<file path="src/rtl/if_prefetch_stage.sv">
// Instruction-fetch stage: credit-limited sequential prefetch into a small FIFO, redirect on branch.
// Optional build macro PERF_CNT_EN adds delivered/dropped instruction counters.
module if_prefetch_stage #(
  parameter int                ADDR_W     = 32,
  parameter int                DATA_W     = 32,
  parameter int                FIFO_DEPTH = 4,
  parameter logic [ADDR_W-1:0] RESET_PC   = '0
) (
  input  logic              clk,
  input  logic              rst,
  input  logic              branch_taken,
  input  logic [ADDR_W-1:0] branch_addr,
  output logic              imem_req,
  output logic [ADDR_W-1:0] imem_addr,
  input  logic              imem_gnt,
  input  logic              imem_rvalid,
  input  logic [DATA_W-1:0] imem_rdata,
  output logic              out_valid,
  input  logic              out_ready,
  output logic [ADDR_W-1:0] out_pc,
  output logic [DATA_W-1:0] out_instr,
  output logic [31:0]       perf_fetched,
  output logic [31:0]       perf_dropped
);

  localparam int PTR_W = $clog2(FIFO_DEPTH);
  localparam int CNT_W = PTR_W + 1;
  localparam logic [CNT_W-1:0] DEPTH_C = CNT_W'(FIFO_DEPTH);
  localparam logic [CNT_W-1:0] ONE_C   = CNT_W'(1);

  logic [ADDR_W-1:0] fetch_pc;
  logic [CNT_W-1:0]  outstanding;
  logic [CNT_W-1:0]  discard_cnt;
  logic [CNT_W-1:0]  fifo_count;
  logic [CNT_W:0]    credit_used;
  logic [PTR_W-1:0]  rd_ptr;
  logic [PTR_W-1:0]  wr_ptr;
  logic [PTR_W-1:0]  aq_rd_ptr;
  logic [PTR_W-1:0]  aq_wr_ptr;

  logic [ADDR_W-1:0] aq_pc     [FIFO_DEPTH];
  logic [ADDR_W-1:0] fifo_pc   [FIFO_DEPTH];
  logic [DATA_W-1:0] fifo_data [FIFO_DEPTH];

  logic grant;
  logic resp_drop;
  logic fifo_push;
  logic fifo_pop;
  logic fifo_empty;
  logic fifo_full;
  logic unused_addr_lsb;

  // Every FIFO slot is either filled or promised to an in-flight request,
  // so a granted response can never find the FIFO full.
  assign credit_used = {1'b0, fifo_count} + {1'b0, outstanding};
  assign imem_req    = !rst && !branch_taken && (credit_used < {1'b0, DEPTH_C});
  assign imem_addr   = fetch_pc;
  assign grant       = imem_req && imem_gnt;

  assign resp_drop  = imem_rvalid && (branch_taken || (discard_cnt != '0));
  assign fifo_push  = imem_rvalid && !resp_drop;
  assign fifo_empty = (fifo_count == '0);
  assign fifo_full  = (fifo_count == DEPTH_C);

  assign out_valid = !fifo_empty && !branch_taken;
  assign fifo_pop  = out_valid && out_ready;
  assign out_pc    = fifo_pc[rd_ptr];
  assign out_instr = fifo_data[rd_ptr];

  assign unused_addr_lsb = ^branch_addr[1:0];

  always_ff @(posedge clk or posedge rst) begin
    if (rst) begin
      fetch_pc <= RESET_PC;
    end else if (branch_taken) begin
      fetch_pc <= {branch_addr[ADDR_W-1:2], 2'b00};
    end else if (grant) begin
      fetch_pc <= fetch_pc + ADDR_W'(4);
    end
  end

  always_ff @(posedge clk or posedge rst) begin
    if (rst) begin
      outstanding <= '0;
    end else begin
      case ({grant, imem_rvalid})
        2'b10:   outstanding <= outstanding + ONE_C;
        2'b01:   outstanding <= outstanding - ONE_C;
        default: outstanding <= outstanding;
      endcase
    end
  end

  // On redirect every request still in flight becomes stale; a response
  // landing in the redirect cycle is dropped directly and not counted again.
  always_ff @(posedge clk or posedge rst) begin
    if (rst) begin
      discard_cnt <= '0;
    end else if (branch_taken) begin
      discard_cnt <= outstanding - CNT_W'(imem_rvalid);
    end else if (imem_rvalid && (discard_cnt != '0)) begin
      discard_cnt <= discard_cnt - ONE_C;
    end
  end

  // In-order queue of fetch_addr+4 for each granted request, consumed by
  // every response whether kept or dropped.
  always_ff @(posedge clk or posedge rst) begin
    if (rst) begin
      aq_wr_ptr <= '0;
      aq_rd_ptr <= '0;
    end else begin
      if (grant) begin
        aq_wr_ptr <= aq_wr_ptr + PTR_W'(1);
      end
      if (imem_rvalid) begin
        aq_rd_ptr <= aq_rd_ptr + PTR_W'(1);
      end
    end
  end

  always_ff @(posedge clk) begin
    if (grant) begin
      aq_pc[aq_wr_ptr] <= fetch_pc + ADDR_W'(4);
    end
  end

  always_ff @(posedge clk or posedge rst) begin
    if (rst) begin
      for (int i = 0; i < FIFO_DEPTH; i++) begin
        fifo_pc[i]   <= '0;
        fifo_data[i] <= '0;
      end
    end else if (fifo_push) begin
      fifo_pc[wr_ptr]   <= aq_pc[aq_rd_ptr];
      fifo_data[wr_ptr] <= imem_rdata;
    end
  end

  always_ff @(posedge clk or posedge rst) begin
    if (rst) begin
      rd_ptr     <= '0;
      wr_ptr     <= '0;
      fifo_count <= '0;
    end else if (branch_taken) begin
      rd_ptr     <= '0;
      wr_ptr     <= '0;
      fifo_count <= '0;
    end else begin
      if (fifo_push) begin
        wr_ptr <= wr_ptr + PTR_W'(1);
      end
      if (fifo_pop) begin
        rd_ptr <= rd_ptr + PTR_W'(1);
      end
      case ({fifo_push, fifo_pop})
        2'b10:   fifo_count <= fifo_count + ONE_C;
        2'b01:   fifo_count <= fifo_count - ONE_C;
        default: fifo_count <= fifo_count;
      endcase
    end
  end

`ifdef PERF_CNT_EN
  logic [31:0] fetched_q;
  logic [31:0] dropped_q;

  always_ff @(posedge clk or posedge rst) begin
    if (rst) begin
      fetched_q <= '0;
      dropped_q <= '0;
    end else begin
      if (fifo_pop) begin
        fetched_q <= fetched_q + 32'd1;
      end
      if (resp_drop) begin
        dropped_q <= dropped_q + 32'd1;
      end
    end
  end

  assign perf_fetched = fetched_q;
  assign perf_dropped = dropped_q;
`else
  assign perf_fetched = '0;
  assign perf_dropped = '0;
`endif

  a_no_push_full: assert property (@(posedge clk) disable iff (rst)
    !(fifo_push && fifo_full && !fifo_pop));

  a_no_orphan_resp: assert property (@(posedge clk) disable iff (rst)
    !(imem_rvalid && (outstanding == '0)));

endmodule

</file>
<file path="config.mk">
export PLATFORM = sky130hd
export DESIGN_NAME = if_prefetch_stage
export DESIGN_NICKNAME = d
export VERILOG_FILES = /design/src/rtl/if_prefetch_stage.sv
export SDC_FILE = /design/constraint.sdc
export NUM_CORES = 1
export LEC_CHECK = 0
export CAP_MARGIN = 5
export CORE_MARGIN = 4
export CORE_UTILIZATION = 40
export CTS_BUF_LIST = sky130_fd_sc_hd__clkbuf_16
export DETAILED_ROUTE_END_ITERATION = 7
export PLACE_DENSITY = 0.73
export SLEW_MARGIN = 15
export SYNTH_ARGS = -nofsm -noshare
export SYNTH_HDL_FRONTEND = slang
export SYNTH_SLANG_ARGS = --single-unit
</file>
<file path="constraint.sdc">
create_clock -name clk -period 10.6 [get_ports clk]
set_input_delay 1.59 -clock clk [delete_from_list [all_inputs] [get_ports clk]]
set_output_delay 1.59 -clock clk [all_outputs]
set_load 0.02 [all_outputs]
</file>
== Word-level counts from Yosys, hierarchy flattened ==
Memory sizes are Yosys's and may differ from the RTL's.
Index checks and enable logic that the tools add are counted.

* Register bits after elaboration: 305
* Latch bits: 0
* Bits in writable memories: 128
* Bits in read-only memories: 0
* Input bits: 70
* Logic and storage cells: 84
* Memories: 1

* Add/sub/neg operators: 12
* Multiply operators: 0
* Div/mod/pow operators: 0
* $lt $le $gt $ge: 4
* Equality and inequality tests: 4
* Shift-type cells: 0
* Multiplexer cells: 23
* Bitwise gates (word level): 2
* Reduce and logical (&&, ||, !) cells: 22

{| class="wikitable"
|+ Memory list
! name !! depth !! width !! rd ports !! clocked after memory_dff !! wr ports !! RTL line !! source
|-
| aq_pc || 4 || 32 || 1 || 0 || 1 || 41 || <nowiki>logic [ADDR_W-1:0] aq_pc [FIFO_DEPTH];</nowiki>
|}

{| class="wikitable"
|+ Operators by type and width
! cell !! count
|-
| $bwmux W128 || 2
|-
| $mux W32 || 7
|-
| $bmux W32 S2 || 2
|-
| $demux W32 S2 || 1
|-
| $add A32 B3 Y32 const B || 1
|-
| $pmux W3 S2 || 2
|-
| $reduce_bool A2 Y1 || 5
|-
| $logic_and A1 B1 Y1 || 9
|-
| $mux W3 || 3
|-
| $sub A3 B1 Y3 const B || 3
|-
| $add A2 B1 Y2 const B || 4
|-
| $mux W2 || 4
|-
| $add A3 B1 Y3 const B || 2
|-
| $ge A3 B3 Y1 const B || 2
|-
| $not A2 Y3 || 2
|-
| $reduce_bool A3 Y1 || 2
|-
| $add A3 B3 Y4 || 1
|-
| $eq A2 B1 Y1 const B || 2
|-
| $eq A2 B2 Y1 const B || 2
|-
| $logic_not A1 Y1 || 4
|-
| $lt A4 B3 Y1 const B || 1
|-
| $logic_not A3 Y1 || 1
|-
| $lt A3 B1 Y1 const B || 1
|-
| $sub A3 B1 Y3 || 1
|-
| other kinds (2) || 3
|}

== Longest topological paths before layout ==
* Depth after elaboration: 8
* Gate-level depth with buffers: 13

== Worst setup path before layout ==
OpenSTA, ideal clock, no wires.

* Path type: input-to-output
* Start: input branch_taken
* End: output out_valid
* Arrival time: 2.487 ns
* Data required time: 9.010 ns
* Path slack: 6.523 ns
* Cell stages on the path: 4
* Path buffers: 3
* Path through: buf_2 > buf_1 > clkbuf_1 > nor2_1

* Longest elaborated chain between the ends: 2

{| class="wikitable"
|+ Ends and longest elaborated chain
! element !! RTL line !! source
|-
| start: declaration || 11 || <nowiki>input logic branch_taken,</nowiki>
|-
| $logic_not A1 Y1 || 65 || <nowiki>assign out_valid = !fifo_empty && !branch_taken;</nowiki>
|-
| $logic_and A1 B1 Y1 || 65 ||
|-
| end: declaration || 18 || <nowiki>output logic out_valid,</nowiki>
|}

Every way passes these cells.

== Final worst setup path ==
* Start: register rd_ptr[0]
* End: output out_pc[21]

* Longest elaborated chain between the ends: 4

{| class="wikitable"
|+ Ends and longest elaborated chain
! element !! RTL line !! source
|-
| start: declaration || 36 || <nowiki>logic [PTR_W-1:0] rd_ptr;</nowiki>
|-
| start signal: assignment || 154 || <nowiki>rd_ptr <= rd_ptr + PTR_W'(1);</nowiki>
|-
| $not A2 Y3 (not written as such) || 67 || <nowiki>assign out_pc = fifo_pc[rd_ptr];</nowiki>
|-
| $bmux W32 S2 || 67 ||
|-
| $mux W32 (not written as such) (2 in series) || 67 ||
|-
| end: declaration || 20 || <nowiki>output logic [ADDR_W-1:0] out_pc,</nowiki>
|}

Every way passes these cells. The select of a mux whose other input is x is not followed.

==> results.toml <==
[outcome]
outcome = "finished clean"

[global_routing]
grt_antenna_before_repair = 0
grt_usage_pct = 16.0
grt_overflow = 0
grt_max_degree = 87
grt_pass1_wl_um = 63800
first_global_vias = 11000

[routing]
viasPerCell = 5.26
drc = 0
drt-initial-drc-count = 655
dr.pass1.iters = 5
vias = 10400
wl_um = 40100
ant_nets = 0
wl_per_cell_um = 20.2

[cts]
holdBufCountCts = 0
cts_tree = "yes"
cts-root-buf = "clkbuf_16"
cts_buffer_depth = 3
h-tree-depth = 2
clock_sinks = 415
clock_latency_ns = 0.57
numCtsBuffers = 46
post_cts_resized = 0
cts_setup_buffers = 0
path_clk_slew_ns = 0.05

[sta]
slew_viol_final = 0
worst_slew_margin_rel_pct = 31.3
hold_slack_ns = 0.497
rsz0062_at_grt = "no"
min_period_ns = 4.98
final_hold_viol_count = 0
post-route-period-util_pct = 47.0
tightest_slew_ns = 1.03
fin_setup_tns_ns = 0
finClkSkew_ns = 0.0235
fmaxAchievable_ghz = 0.201
setup_violations = 0

[final_layout]
final_cells = 1983
num_antenna_cells = 0
fin_util_pct = 48.4
drive_above_1_share_pct = 32.0
area_growth_pct = 18.4
num-fill-cells = 3864
nets = 1434
final_cell_area_um2 = 22100

[power_and_ir_drop]
seq_power_share_pct = 40.8
p_sw_uw = 1560
p_sw_share_pct = 29.8
power_frac_clock_pct = 30.6
intPower_uw = 3670
leakage_uw = 0.00941
irDropWorstVdd_v = 0.000145
powerDensity_nw_per_um2 = 236
power_frac_comb_pct = 28.6

[worst_setup_path]
rr_worst_depth = 11
cp_num_buf_inv = 2
cp-start-kind = "flop"
r2r-end = "outstanding[2]"
r2r_start = "fifo_count[1]"
slowest_delay_ns = 0.80
cp.required_ns = 9.01
critPathSlowestCell = "dfrtp_4"
r2r_setup_slack_ns = 7.50
crit_cells = 3
critPathKind = "flop to primary output"
worstPathArrival_ns = 3.39
path_delay_family = "buffers and inverters"
critical_path.max_fanout = 38
cp-end-kind = "primary output"
crit_chain = "buf_4 > mux4_2 > clkdlybuf4s50_1"

[synth]
synth_area_um2 = 18700
syn_inst = 1192
synthArstFlopShare_pct = 71.1
ys_ff_latch = 415
syn_area_per_cell_um2 = 15.7
synth-edff-count = 120
ys.flop_type = "dfrtp_1"
synth.distinct_cells = 56
ys_warn_count = 0
yosysSeqAreaShare_pct = 58.8

[placed_design]
dpl_cell_area_um2 = 20600
gp_congestion = 0.798
hpwl_um = 24900
dp.cells = 1898
port_buffers = 161

[floorplan]
fp.dieH_um = 224
die_area_um2 = 50300
coreArea_um2 = 45800
initial_core_util_pct = 40.9
ios = 232
fp-row-count = 78
fp.dieW_um = 224

[min_path]
min_path_cells = 1
hold_path_end = "outstanding[0]"
hold_class = "flop to flop"
min-delay-start = "outstanding[0]"

[flow_run]
cap_violations = 0
## worst max path at each step
stage,endpoint,start
2_1_floorplan,aq_rd_ptr[0],rst
3_3_place_gp,imem_req,branch_taken
3_5_place_dp,imem_req,branch_taken
4_1_cts,out_pc[21],rd_ptr[0]
5_1_grt,out_pc[24],rd_ptr[0]
6_report,out_pc[21],rd_ptr[0]
## registers in the layout, indices dropped and copies added, names as in the netlist
name / flops
fifo_pc: 120
fifo_count: 3
discard_cnt: 3
fifo_data: 128
aq_rd_ptr: 2
aq_pc: 120
imem_addr: 30
wr_ptr: 2
aq_wr_ptr: 2
outstanding: 3
rd_ptr: 2
## Yosys cell counts, types with 5 or more instances
| cell type | count | area share [%] |
|---|---|---|
| a21o_1 | 6 | 0.24 |
| a221o_1 | 8 | 0.43 |
| a22o_1 | 5 | 0.23 |
| a22oi_1 | 6 | 0.24 |
| and3_1 | 6 | 0.20 |
| buf_1 | 7 | 0.14 |
| buf_2 | 42 | 1.1 |
| buf_4 | 68 | 2.7 |
| clkbuf_1 | 16 | 0.32 |
| dfrtp_1 | 295 | 39 |
| edfxtp_1 | 120 | 19 |
| ha_1 | 16 | 1.1 |
| inv_1 | 15 | 0.30 |
| mux2_2 | 248 | 15 |
| mux4_2 | 92 | 11 |
| nand2_1 | 40 | 0.80 |
| nand3_1 | 22 | 0.59 |
| nand4_1 | 8 | 0.27 |
| nor2_1 | 26 | 0.52 |
| nor3_1 | 11 | 0.29 |
| nor4_1 | 5 | 0.17 |
| o21ai_0 | 26 | 0.70 |
| xnor2_1 | 23 | 1.1 |
| xor2_1 | 18 | 0.84 |
## routing by layer
metal | wire (um) | part of all wire, % | global-route usage [%] | up-vias
li1 | - | - | - | 4665
met1 | 18000 | 45 | 22.6 | 5414
met2 | 19000 | 47 | 25.5 | 293
met3 | 2180 | 5.4 | 3.15 | 67
met4 | 842 | 2.1 | 4.37 | 0
met5 | 0 | 0 | 0 | -
## power groups by stage
stage                     Clock (uW)  Combinational, uW  Sequential, uW
after floorplan                    0               1000            2100
after global placement             0               1480            2140
after detailed placement           0               1510            2160
after CTS                       1640               1520            2130
after global routing            1710               1610            2170
final                           1600               1490            2130
## through the flow
stage | worst slack [ns] | power [uW]
after floorplan | 0.863 | 3100
after global placement | 5.98 | 3620
after detailed placement | 5.98 | 3680
after CTS | 5.47 | 5300
after global routing | 5.34 | 5490
final | 5.62 | 5220
## cells in the final DEF (no fill, tap or decap), types with 10 or more instances in the layout
| cell | count |
|---|---|
| buf_4 | 13 |
| clkbuf_16 | 46 |
| clkdlybuf4s50_1 | 160 |
| clkinv_1 | 10 |
| conb_1 | 68 |
| dfrtp_1 | 292 |
| edfxtp_1 | 120 |
| ha_1 | 16 |
| inv_1 | 23 |
| mux2_2 | 248 |
| mux4_2 | 92 |
| nand2_1 | 36 |
| nand3_1 | 22 |
| nor2_1 | 26 |
| nor3_1 | 11 |
| o21ai_0 | 26 |
| xnor2_1 | 23 |
| xor2_1 | 18 |
## cell type report
| cell class | count | area [um2] | area share [%] |
|---|---|---|---|
| clock buffer | 46 | 1150 | 5.20 |
| multi-input combinational | 693 | 7100 | 32.1 |
| clock inverter | 39 | 374 | 1.69 |
| timing repair buffer | 174 | 1700 | 7.70 |
| sequential | 415 | 11000 | 49.7 |
| tap | 600 | 751 | 3.39 |
| inverter | 16 | 67.6 | 0.305 |
## worst reg2reg max path: cells and delay by family, from the launching register on
kind / cells / cell delay [ns]
XOR/XNOR: 2 / 0.30
buffers and inverters: 3 / 0.89
flip-flops: 1 / 0.44
AND/OR/NAND/NOR: 3 / 0.41
adder cells (fa/ha/maj): 3 / 0.99
## cells by family (layout without fill, tap and decap cells)
kind of cell	Yosys count	count (layout)	synth area share, %
AO/OA/AOI/OAI	76	76	2.83
other	1	68	0.0201
buffers and inverters	151	275	4.72
AND/OR/NAND/NOR	146	146	4.24
XOR/XNOR	41	41	1.92
adder cells (fa/ha/maj)	18	18	1.28
flip-flops	415	415	58.8
multiplexers	344	344	26.2
(Power assumes the default switching activity.)
